File: src/rtl/gyro_demod_pkg.sv
// Shared types and constants for the fiber-gyro error demodulator and the
// integrator path that reuses the 32-bit saturator.
package gyro_demod_pkg;

  typedef enum logic [2:0] {
    INIT,
    HIGH_WAIT,
    HIGH_ACC,
    LOW_WAIT,
    LOW_ACC
  } state_e;

  localparam int unsigned ACC_W = 48;
  localparam int unsigned PER_W = 8;

  localparam logic signed [31:0] ERR_MAX = 32'sh7FFF_FFFF;
  localparam logic signed [31:0] ERR_MIN = 32'sh8000_0000;

endpackage

File: src/rtl/gyro_err_demod_sat32.sv
// Combinational saturation of a signed accumulator-width value to 32 bits.
module demod_sat32
  import gyro_demod_pkg::*;
(
  input  logic signed [ACC_W-1:0] i_val,
  output logic signed [31:0]      o_val
);

  logic [ACC_W-32:0] upper;
  logic              fits;

  // The value fits when every bit above bit 30 equals the sign bit.
  assign upper = i_val[ACC_W-1:31];
  assign fits  = (&upper) | ~(|upper);

  always_comb begin
    o_val = i_val[31:0];
    if (!fits) begin
      o_val = i_val[ACC_W-1] ? ERR_MIN : ERR_MAX;
    end
  end

endmodule

File: src/rtl/gyro_err_demod.sv
// Square-wave bias modulation and high-minus-low error demodulation.
// Optional GYRO_ERR_DEMOD_NORM_EN divides the error by the window length N.
module gyro_err_demod
  import gyro_demod_pkg::*;
#(
  parameter int unsigned ADC_BIT = 14,
  parameter int unsigned CNT_BIT = 16
) (
  input  logic                      i_clk,
  input  logic                      i_rst,
  input  logic [CNT_BIT-1:0]        i_freq,
  input  logic [CNT_BIT-1:0]        i_wait,
  input  logic [2:0]                i_avg_sel,
  input  logic                      i_polarity,
  input  logic signed [ADC_BIT-1:0] i_adc,
  output logic                      o_mod,
  output logic                      o_step_trig,
  output logic signed [31:0]        o_err,
  output logic                      o_err_valid
);

  state_e                   state_q, state_d;
  logic [CNT_BIT-1:0]       cnt_q, cnt_d;
  logic [CNT_BIT-1:0]       h_q, h_d;
  logic [CNT_BIT-1:0]       w_q, w_d;
  logic [2:0]               avg_q, avg_d;
  logic                     pol_q, pol_d;
  logic [PER_W-1:0]         per_q, per_d;
  logic signed [ACC_W-1:0]  sum_h_q, sum_h_d;
  logic signed [ACC_W-1:0]  sum_l_q, sum_l_d;
  logic                     mod_q, mod_d;
  logic                     trig_q, trig_d;
  logic                     valid_q, valid_d;
  logic signed [31:0]       err_q, err_d;

  logic [CNT_BIT-1:0]       h_cfg, w_cfg, cnt_inc;
  logic                     cnt_last, per_last;
  logic signed [ACC_W-1:0]  adc_ext, sum_l_fin, diff;
  logic signed [31:0]       err_sat, err_new;

  assign h_cfg = (i_freq < CNT_BIT'(2)) ? CNT_BIT'(2) : i_freq;
  assign w_cfg = (i_wait > h_cfg - CNT_BIT'(1)) ? h_cfg - CNT_BIT'(1) : i_wait;

  assign adc_ext  = {{(ACC_W-ADC_BIT){i_adc[ADC_BIT-1]}}, i_adc};
  assign cnt_inc  = cnt_q + CNT_BIT'(1);
  assign cnt_last = (cnt_q == h_q - CNT_BIT'(1));
  assign per_last = (per_q == (PER_W'(1) << avg_q) - PER_W'(1));

  // The window's final low sample is folded in before the subtraction.
  assign sum_l_fin = sum_l_q + adc_ext;
  assign diff      = pol_q ? (sum_l_fin - sum_h_q) : (sum_h_q - sum_l_fin);

  demod_sat32 u_sat (
    .i_val (diff),
    .o_val (err_sat)
  );

`ifdef GYRO_ERR_DEMOD_NORM_EN
  assign err_new = err_sat >>> avg_q;
`else
  assign err_new = err_sat;
`endif

  always_comb begin
    state_d = state_q;
    cnt_d   = cnt_q;
    h_d     = h_q;
    w_d     = w_q;
    avg_d   = avg_q;
    pol_d   = pol_q;
    per_d   = per_q;
    sum_h_d = sum_h_q;
    sum_l_d = sum_l_q;
    mod_d   = mod_q;
    trig_d  = 1'b0;
    valid_d = 1'b0;
    err_d   = err_q;

    case (state_q)
      INIT: begin
        h_d     = h_cfg;
        w_d     = w_cfg;
        avg_d   = i_avg_sel;
        pol_d   = i_polarity;
        cnt_d   = '0;
        per_d   = '0;
        sum_h_d = '0;
        sum_l_d = '0;
        mod_d   = 1'b1;
        trig_d  = 1'b1;
        state_d = (w_cfg == '0) ? HIGH_ACC : HIGH_WAIT;
      end

      HIGH_WAIT, HIGH_ACC: begin
        if (state_q == HIGH_ACC) begin
          sum_h_d = sum_h_q + adc_ext;
        end
        if (cnt_last) begin
          cnt_d   = '0;
          mod_d   = 1'b0;
          trig_d  = 1'b1;
          state_d = (w_q == '0) ? LOW_ACC : LOW_WAIT;
        end else begin
          cnt_d   = cnt_inc;
          state_d = (cnt_inc >= w_q) ? HIGH_ACC : HIGH_WAIT;
        end
      end

      LOW_WAIT, LOW_ACC: begin
        if (state_q == LOW_ACC) begin
          sum_l_d = sum_l_fin;
        end
        if (cnt_last) begin
          cnt_d  = '0;
          mod_d  = 1'b1;
          trig_d = 1'b1;
          if (per_last) begin
            err_d   = err_new;
            valid_d = 1'b1;
            sum_h_d = '0;
            sum_l_d = '0;
            per_d   = '0;
            h_d     = h_cfg;
            w_d     = w_cfg;
            avg_d   = i_avg_sel;
            pol_d   = i_polarity;
            state_d = (w_cfg == '0) ? HIGH_ACC : HIGH_WAIT;
          end else begin
            per_d   = per_q + PER_W'(1);
            state_d = (w_q == '0) ? HIGH_ACC : HIGH_WAIT;
          end
        end else begin
          cnt_d   = cnt_inc;
          state_d = (cnt_inc >= w_q) ? LOW_ACC : LOW_WAIT;
        end
      end

      default: state_d = INIT;
    endcase
  end

  always_ff @(posedge i_clk) begin
    if (i_rst) begin
      state_q <= INIT;
      cnt_q   <= '0;
      h_q     <= '0;
      w_q     <= '0;
      avg_q   <= '0;
      pol_q   <= 1'b0;
      per_q   <= '0;
      sum_h_q <= '0;
      sum_l_q <= '0;
      mod_q   <= 1'b0;
      trig_q  <= 1'b0;
      valid_q <= 1'b0;
      err_q   <= '0;
    end else begin
      state_q <= state_d;
      cnt_q   <= cnt_d;
      h_q     <= h_d;
      w_q     <= w_d;
      avg_q   <= avg_d;
      pol_q   <= pol_d;
      per_q   <= per_d;
      sum_h_q <= sum_h_d;
      sum_l_q <= sum_l_d;
      mod_q   <= mod_d;
      trig_q  <= trig_d;
      valid_q <= valid_d;
      err_q   <= err_d;
    end
  end

  assign o_mod       = mod_q;
  assign o_step_trig = trig_q;
  assign o_err       = err_q;
  assign o_err_valid = valid_q;

endmodule

File: config.mk
export PLATFORM = sky130hd
export DESIGN_NAME = gyro_err_demod
export DESIGN_NICKNAME = d
export VERILOG_FILES = /design/src/rtl/gyro_demod_pkg.sv /design/src/rtl/gyro_err_demod_sat32.sv /design/src/rtl/gyro_err_demod.sv
export SDC_FILE = /design/constraint.sdc
export NUM_CORES = 1
export LEC_CHECK = 0
export CELL_PAD_IN_SITES_DETAIL_PLACEMENT = 0
export CELL_PAD_IN_SITES_GLOBAL_PLACEMENT = 2
export CORE_ASPECT_RATIO = 1.5
export CORE_MARGIN = 1.5
export CORE_UTILIZATION = 37
export DETAILED_ROUTE_END_ITERATION = 8
export MAX_ROUTING_LAYER = met4
export PLACE_DENSITY = 0.88
export SYNTH_ARGS = -nofsm -noshare
export SYNTH_HDL_FRONTEND = slang
export SYNTH_HIERARCHICAL = 1
export SYNTH_SLANG_ARGS = --single-unit
export TNS_END_PERCENT = 50
File: constraint.sdc
create_clock -name i_clk -period 8.4 [get_ports i_clk]
set_input_delay 1.68 -clock i_clk [delete_from_list [all_inputs] [get_ports i_clk]]
set_output_delay 1.68 -clock i_clk [all_outputs]
set_load 0.01 [all_outputs]
==> reports/qor.yml, run 1 <==
status: "completed"
wl_um: 61300
power_mw: 2.63
synth_top_cell_area_share: 0.202
ctsLongestPathBuffers: 2
irDropWorstVdd_mv: 0.152
clk_pin_slew_worst_paths_ns: 0.08
numPortBuffers: 86
path_buf_inv: 3
initial_core_util: 0.374
gr-usage-all-layers: 0.236
nets: 2918
synth_top_area_cell: "dfxtp_1"
vias_per_cell: 5.64
synth_edf_count: 0
syn2layout_area_growth_pct: 12.9
ys.flop_type: "dfxtp_1"
cp.arrival_ns: 8.25
synth_area_per_cell_um2: 7.48
fin_area_um2: 21700
syn_nets: 2852
rows: 102
cts_tree: "built"
slowest_stage: "or4_1"
async_reset_ff_frac: 0
fin_cells: 3326
synth_area_leaders: "dfxtp_1, ha_1, a21oi_1"
synthCells: 2571
core_area_um2: 51400
required_ns: 8.81
relSlewSlack: 0.272
cts_sinks: 194
synth_area_um2: 19200
crit_path_end_kind: "flip-flop"
hp-class: "flip-flop to flip-flop"
finalHoldViolCount: 0
critPathKind: "primary input to flip-flop"
drc: 0
power_density_nw_per_um2: 121
yosysWarnings: 6
place.detailed.hpwl_um: 49300
drt-pass1-iter-count: 5
drive_gt1_frac: 0.0638
slowest_delay_ns: 0.47
cp-start-kind: "primary input"
grt_pass1_vias: 18726
gp_congestion: 0.919
period_share: 0.933
dpl_cell_area_um2: 21200
pre_cts_ws_ns: 0.114
place_inst: 3294
synth_cell_types: 76
fin_util: 0.422
io_pins: 87
grt_pass1_wl_um: 98500
htreeDepth: 4
die_h_um: 282
diodes: 0
ys_ff_latch: 194
whs_ns: 0.480
ys_seq_area_frac: 0.202
max_freq_mhz: 128
clock_latency_ns: 0.48
vias: 18752
tightest_slew_ns: 1.09
antenna_left: 0
post_drt_wl_per_cell_um: 18.4
finalWorstSetupSlack_ns: 0.559
die_x_um: 189
finalSetupTns_ns: 0
setup_viol: 0
grt_overflow: 0
grt_start_max_net_pins: 85
layout_min_cycle_time_ns: 7.84
path_max_fanout: 31
maxSlewViolCount: 0
die_area_um2: 53400
rsz0062_at_grt: "no"
cap_violations: 0
leakagePower_nw: 9.71
drtIter0Drc: 954
cts-buffers-inserted: 17
path_delay_family: "compound AO/OA/AOI/OAI gates"
cts_hold_buffers: 0
skew_ns: 0.0148
antenna_found_initial: 0
cts_root_buffer: "clkbuf_16"
==> layout by cell type (no fill, tap or decap), types with 7 or more instances in the layout <==
cell type and n:
nand2_1 201, xnor2_1 116, o21ai_0 143, a21o_1 126
a22oi_1 60, xor2_1 73, nor2_1 238, nand4_1 43
nor3_1 34, ha_1 225, and3_1 25, or3_1 11
a22o_1 21, a211oi_1 41, dfxtp_1 193, nand2b_1 20
nor4_1 25, o21bai_1 50, and4_1 10, clkdlybuf4s50_1 84
a31oi_1 20, o31ai_1 19, clkbuf_16 17, buf_4 99
o21a_1 15, a21oi_1 276, o21ai_1 7, inv_1 165
nor2b_1 22, mux2i_1 40, nand3_1 41, o211ai_1 46
==> worst reg2reg max path, delay by kind of cell (launching register included) <==
family	cells	cell delay, ns
AND/OR/NAND/NOR	8	1.37
multiplexers	1	0.06
buffers and inverters	3	0.55
adder cells (fa/ha/maj)	2	0.59
flip-flops	1	0.40
AO/OA/AOI/OAI	14	2.93
XOR/XNOR	2	0.49
==> path summary, 6_finish.rpt <==
path / start / end / slack [ns] / cells past startpoint
max: i_adc[0] / o_err[6]$_SDFFE_PP0P_ / 0.56 / 32
min: w_q[8]$_SDFFE_PP0P_ / w_q[8]$_SDFFE_PP0P_ / 0.48 / 2
max reg2reg: sum_l_q[1]$_SDFFE_PP0N_ / o_err[6]$_SDFFE_PP0P_ / 1.94 / 30
min reg2reg: w_q[8]$_SDFFE_PP0P_ / w_q[8]$_SDFFE_PP0P_ / 0.48 / 2
==> where the power goes <==
group / internal (mW) / switching, mW / leakage [nW] / total (mW)
Clock: 0.397 / 0.421 / 0.271 / 0.818
Combinational: 0.327 / 0.488 / 7.86 / 0.815
Sequential: 0.949 / 0.0457 / 1.57 / 0.995
==> synth_stat cells, types with 11 or more instances <==
library cell / instances
o211ai_1: 46
clkbuf_1: 116
mux2i_1: 40
o21bai_1: 50
nand2_1: 202
a211oi_1: 42
o21ai_0: 143
nor4_1: 25
a21o_1: 126
nand4_1: 43
nand2b_1: 20
a22oi_1: 60
a22o_1: 21
dfxtp_1: 194
nand3_1: 41
inv_1: 165
o21a_1: 15
o31ai_1: 19
a31oi_1: 22
xnor2_1: 116
xor2_1: 73
ha_1: 225
nor2_1: 239
a21oi_1: 277
and3_1: 25
nor3_1: 36
nor2b_1: 23
or3_1: 11
==> cell families (layout without fill, tap and decap cells) <==
family	after synthesis	count (layout)	synth area share
buffers and inverters	304	383	0.0625
XOR/XNOR	189	189	0.0861
adder cells (fa/ha/maj)	229	229	0.151
multiplexers	44	44	0.0232
AO/OA/AOI/OAI	904	904	0.303
flip-flops	194	194	0.202
AND/OR/NAND/NOR	707	707	0.172
==> per-layer routing <==
layer	GRT usage	part of all wire	vias up	wire length, um
li1	-	-	9399	-
met1	0.236	0.39	8871	23900
met2	0.451	0.54	331	33000
met3	0.0182	0.019	151	1190
met4	0.131	0.052	0	3190
met5	-	0	-	0
==> area by class of cell <==
type                    instances  area (um^2)
fillers                      5362        29700
clock buffers                  19          443
repair buffers                186         1630
multi-input cells            2073        14200
flip-flops and latches        194         3880
clock inverters                13          115
well taps                     676          846
inverters                     165          619
==> sequential cells by signal (all words and copies together), names as in the netlist <==
name and count:
pol_q 1, per_q 8, w_q 16, o_mod 1
o_step_trig 1, h_q 16, o_err_valid 1, avg_q 3
sum_l_q 48, o_err 32, state_q 3, sum_h_q 48
cnt_q 16
==> timing repair <==
item,CTS,global route
buffers inserted,0,0
resized for setup,0,1
endpoints found under the setup margin,0,1
Power figures use the tool's default switching activity.
==> inputs of run 2 (changes only) <==
Settings changed: SETUP_SLACK_MARGIN from default to 0.02.
==> run 2 against run 1 <==
- sequential share of layout area about the same
- die area unchanged
- maximum frequency up 0.15%
- flip-flop and latch count unchanged
- design area about the same
- combinational power about the same
- cell count unchanged
- clock power about the same
- clock-buffer cell count unchanged
- critical path type unchanged
- global-route usage unchanged
==> reports/qor.yml, run 2 (synthesized netlist as in run 1, its figures left out) <==
status: "completed"  # unchanged
grt_pass1_wl_um: 98500  # unchanged
leakagePower_nw: 9.71  # about the same
syn2layout_area_growth_pct: 13.0  # was 12.9%
numPortBuffers: 86  # unchanged
cts_root_buffer: "clkbuf_16"  # unchanged
power_mw: 2.63  # about the same
maxSlewViolCount: 0  # unchanged
irDropWorstVdd_mv: 0.153  # was 0.152 mV
cts_hold_buffers: 0  # unchanged
drc: 0  # unchanged
cap_violations: 0  # unchanged
layout_min_cycle_time_ns: 7.83  # was 7.84 ns
diodes: 0  # unchanged
wl_um: 61400  # was 61300 um
grt_start_max_net_pins: 85  # unchanged
cp.arrival_ns: 8.24  # was 8.25 ns
crit_path_end_kind: "flip-flop"  # unchanged
cp-startpoint: "i_adc[0]"  # unchanged
path_common_cell: "a21oi_1"
clkPwrFrac: 0.312  # was 0.311
drt-pass1-iter-count: 5  # unchanged
tightest_slew_ns: 1.09  # about the same
place.detailed.hpwl_um: 49300  # unchanged
pwr-share-seq: 0.378  # was 0.379
clk_pin_slew_worst_paths_ns: 0.08  # about the same
vias: 18723  # was 18752
sw_frac_of_total: 0.364  # was 0.363
nets: 2918  # unchanged
power.share.combinational: 0.310  # about the same
post_drt_wl_per_cell_um: 18.5  # was 18.4 um
max_freq_mhz: 128  # about the same
drtIter0Drc: 894  # was 954
path_delay_family: "compound AO/OA/AOI/OAI gates"  # unchanged
die_x_um: 189  # unchanged
postCtsSetupRepairBufs: 0  # unchanged
path_max_fanout: 31  # unchanged
ctsLongestPathBuffers: 2  # unchanged
final_common_cell: "a21oi_1"  # unchanged
hp-class: "flip-flop to flip-flop"  # unchanged
initial_core_util: 0.374  # unchanged
gp_congestion: 0.919  # unchanged
p_int_mw: 1.67  # about the same
postCtsResizedCells: 0  # unchanged
r2r_start: "sum_l_q[1]$_SDFFE_PP0N_"  # unchanged
period_share: 0.932  # was 0.933
cts_tree: "built"  # unchanged
p_sw_mw: 0.959  # was 0.955 mW
gr-usage-all-layers: 0.236  # unchanged
slowest_stage: "or4_1"  # unchanged
io_pins: 87  # unchanged
setup_viol: 0  # unchanged
die_area_um2: 53400  # unchanged
grt_overflow: 0  # unchanged
clock_latency_ns: 0.48  # about the same
antenna_found_initial: 0  # unchanged
vias_per_cell: 5.63  # was 5.64
drive_gt1_frac: 0.0645  # was 0.0638
antenna_left: 0  # unchanged
rows: 102  # unchanged
die_h_um: 282  # unchanged
grt_pass1_vias: 18726  # unchanged
path_buf_inv: 4  # was 3
slowest_delay_ns: 0.56  # was 0.47 ns
most-common-layout-cells: "a21oi_1, nor2_1, ha_1"  # unchanged
rsz0062_at_grt: "no"  # unchanged
cts_sinks: 194  # unchanged
htreeDepth: 4  # unchanged
cp-start-kind: "primary input"  # unchanged
cts-buffers-inserted: 17  # unchanged
required_ns: 8.81  # about the same
finalSetupTns_ns: 0  # unchanged
min_from: "w_q[8]$_SDFFE_PP0P_"  # unchanged
core_area_um2: 51400  # unchanged
skew_ns: 0.0142  # was 0.0148 ns
relSlewSlack: 0.270  # was 0.272
finalHoldViolCount: 0  # unchanged
power_density_nw_per_um2: 121  # about the same
critPathKind: "primary input to flip-flop"  # unchanged
-- run 2: cell counts in the layout (fill, tap and decap cells not counted) --
No cell type changed its count.
-- run 2: metal layers --
layer	track usage	vias to the layer above	routed length, um	share of wire
met5	-	-	0	0
met4	0.131	0	3200	0.052
met3	0.0182	153	1280	0.021
met2	0.451	333	33000	0.54
met1	0.236	8847	23900	0.39
li1	-	9390	-	-
-- run 2: worst paths after layout --
check,to,slack (ns),cells after the start
hold / removal,w_q[8]$_SDFFE_PP0P_,0.48,2
setup / recovery,o_err[6]$_SDFFE_PP0P_,0.57,28
setup reg to reg,o_err[6]$_SDFFE_PP0P_,1.94,30
hold reg to reg,w_q[8]$_SDFFE_PP0P_,0.48,2
-- run 2: worst register-to-register path, delay by kind of cell (launching register included) --
family | cells | cell delay [ns]
compound gates | 14 | 2.93
simple gates | 8 | 1.37
fa+ha+maj | 2 | 0.59
buf+inv | 3 | 0.55
xor+xnor | 2 | 0.49
flops | 1 | 0.40
mux | 1 | 0.06
-- run 2: layout make-up --
class,instances,area (um^2)
Timing Repair Buffer,186,1630
Inverter,165,619
Clock buffer,19,443
Fill cell,5363,29700
Sequential cell,194,3880
Clock inverter,13,115
Multi-Input combinational cell,2073,14200
Tap cell,676,846
-- run 2: power by group through the flow --
stage	Sequential [mW]	Combinational, mW	Clock (mW)
after floorplan	0.991	0.584	0
after global placement	1.01	0.802	0
after detailed placement	1.01	0.812	0
after CTS	0.994	0.816	0.844
after global routing	1.00	0.902	0.876
final	0.995	0.817	0.821
-- run 2: through the flow --
stage               instance area (um^2)  cells  utilization  worst slack [ns]  hold slack [ns]
finish                             21700   3326        0.423             0.571            0.481
global route                       21700   3326        0.423            0.0532            0.493
CTS                                21700   3326        0.422             0.577            0.481
detailed placement                 21200   3294        0.411             0.114            0.464
global placement                   21200   3294        0.411             0.126            0.460
floorplan                          19200   2571            -              1.26            0.444
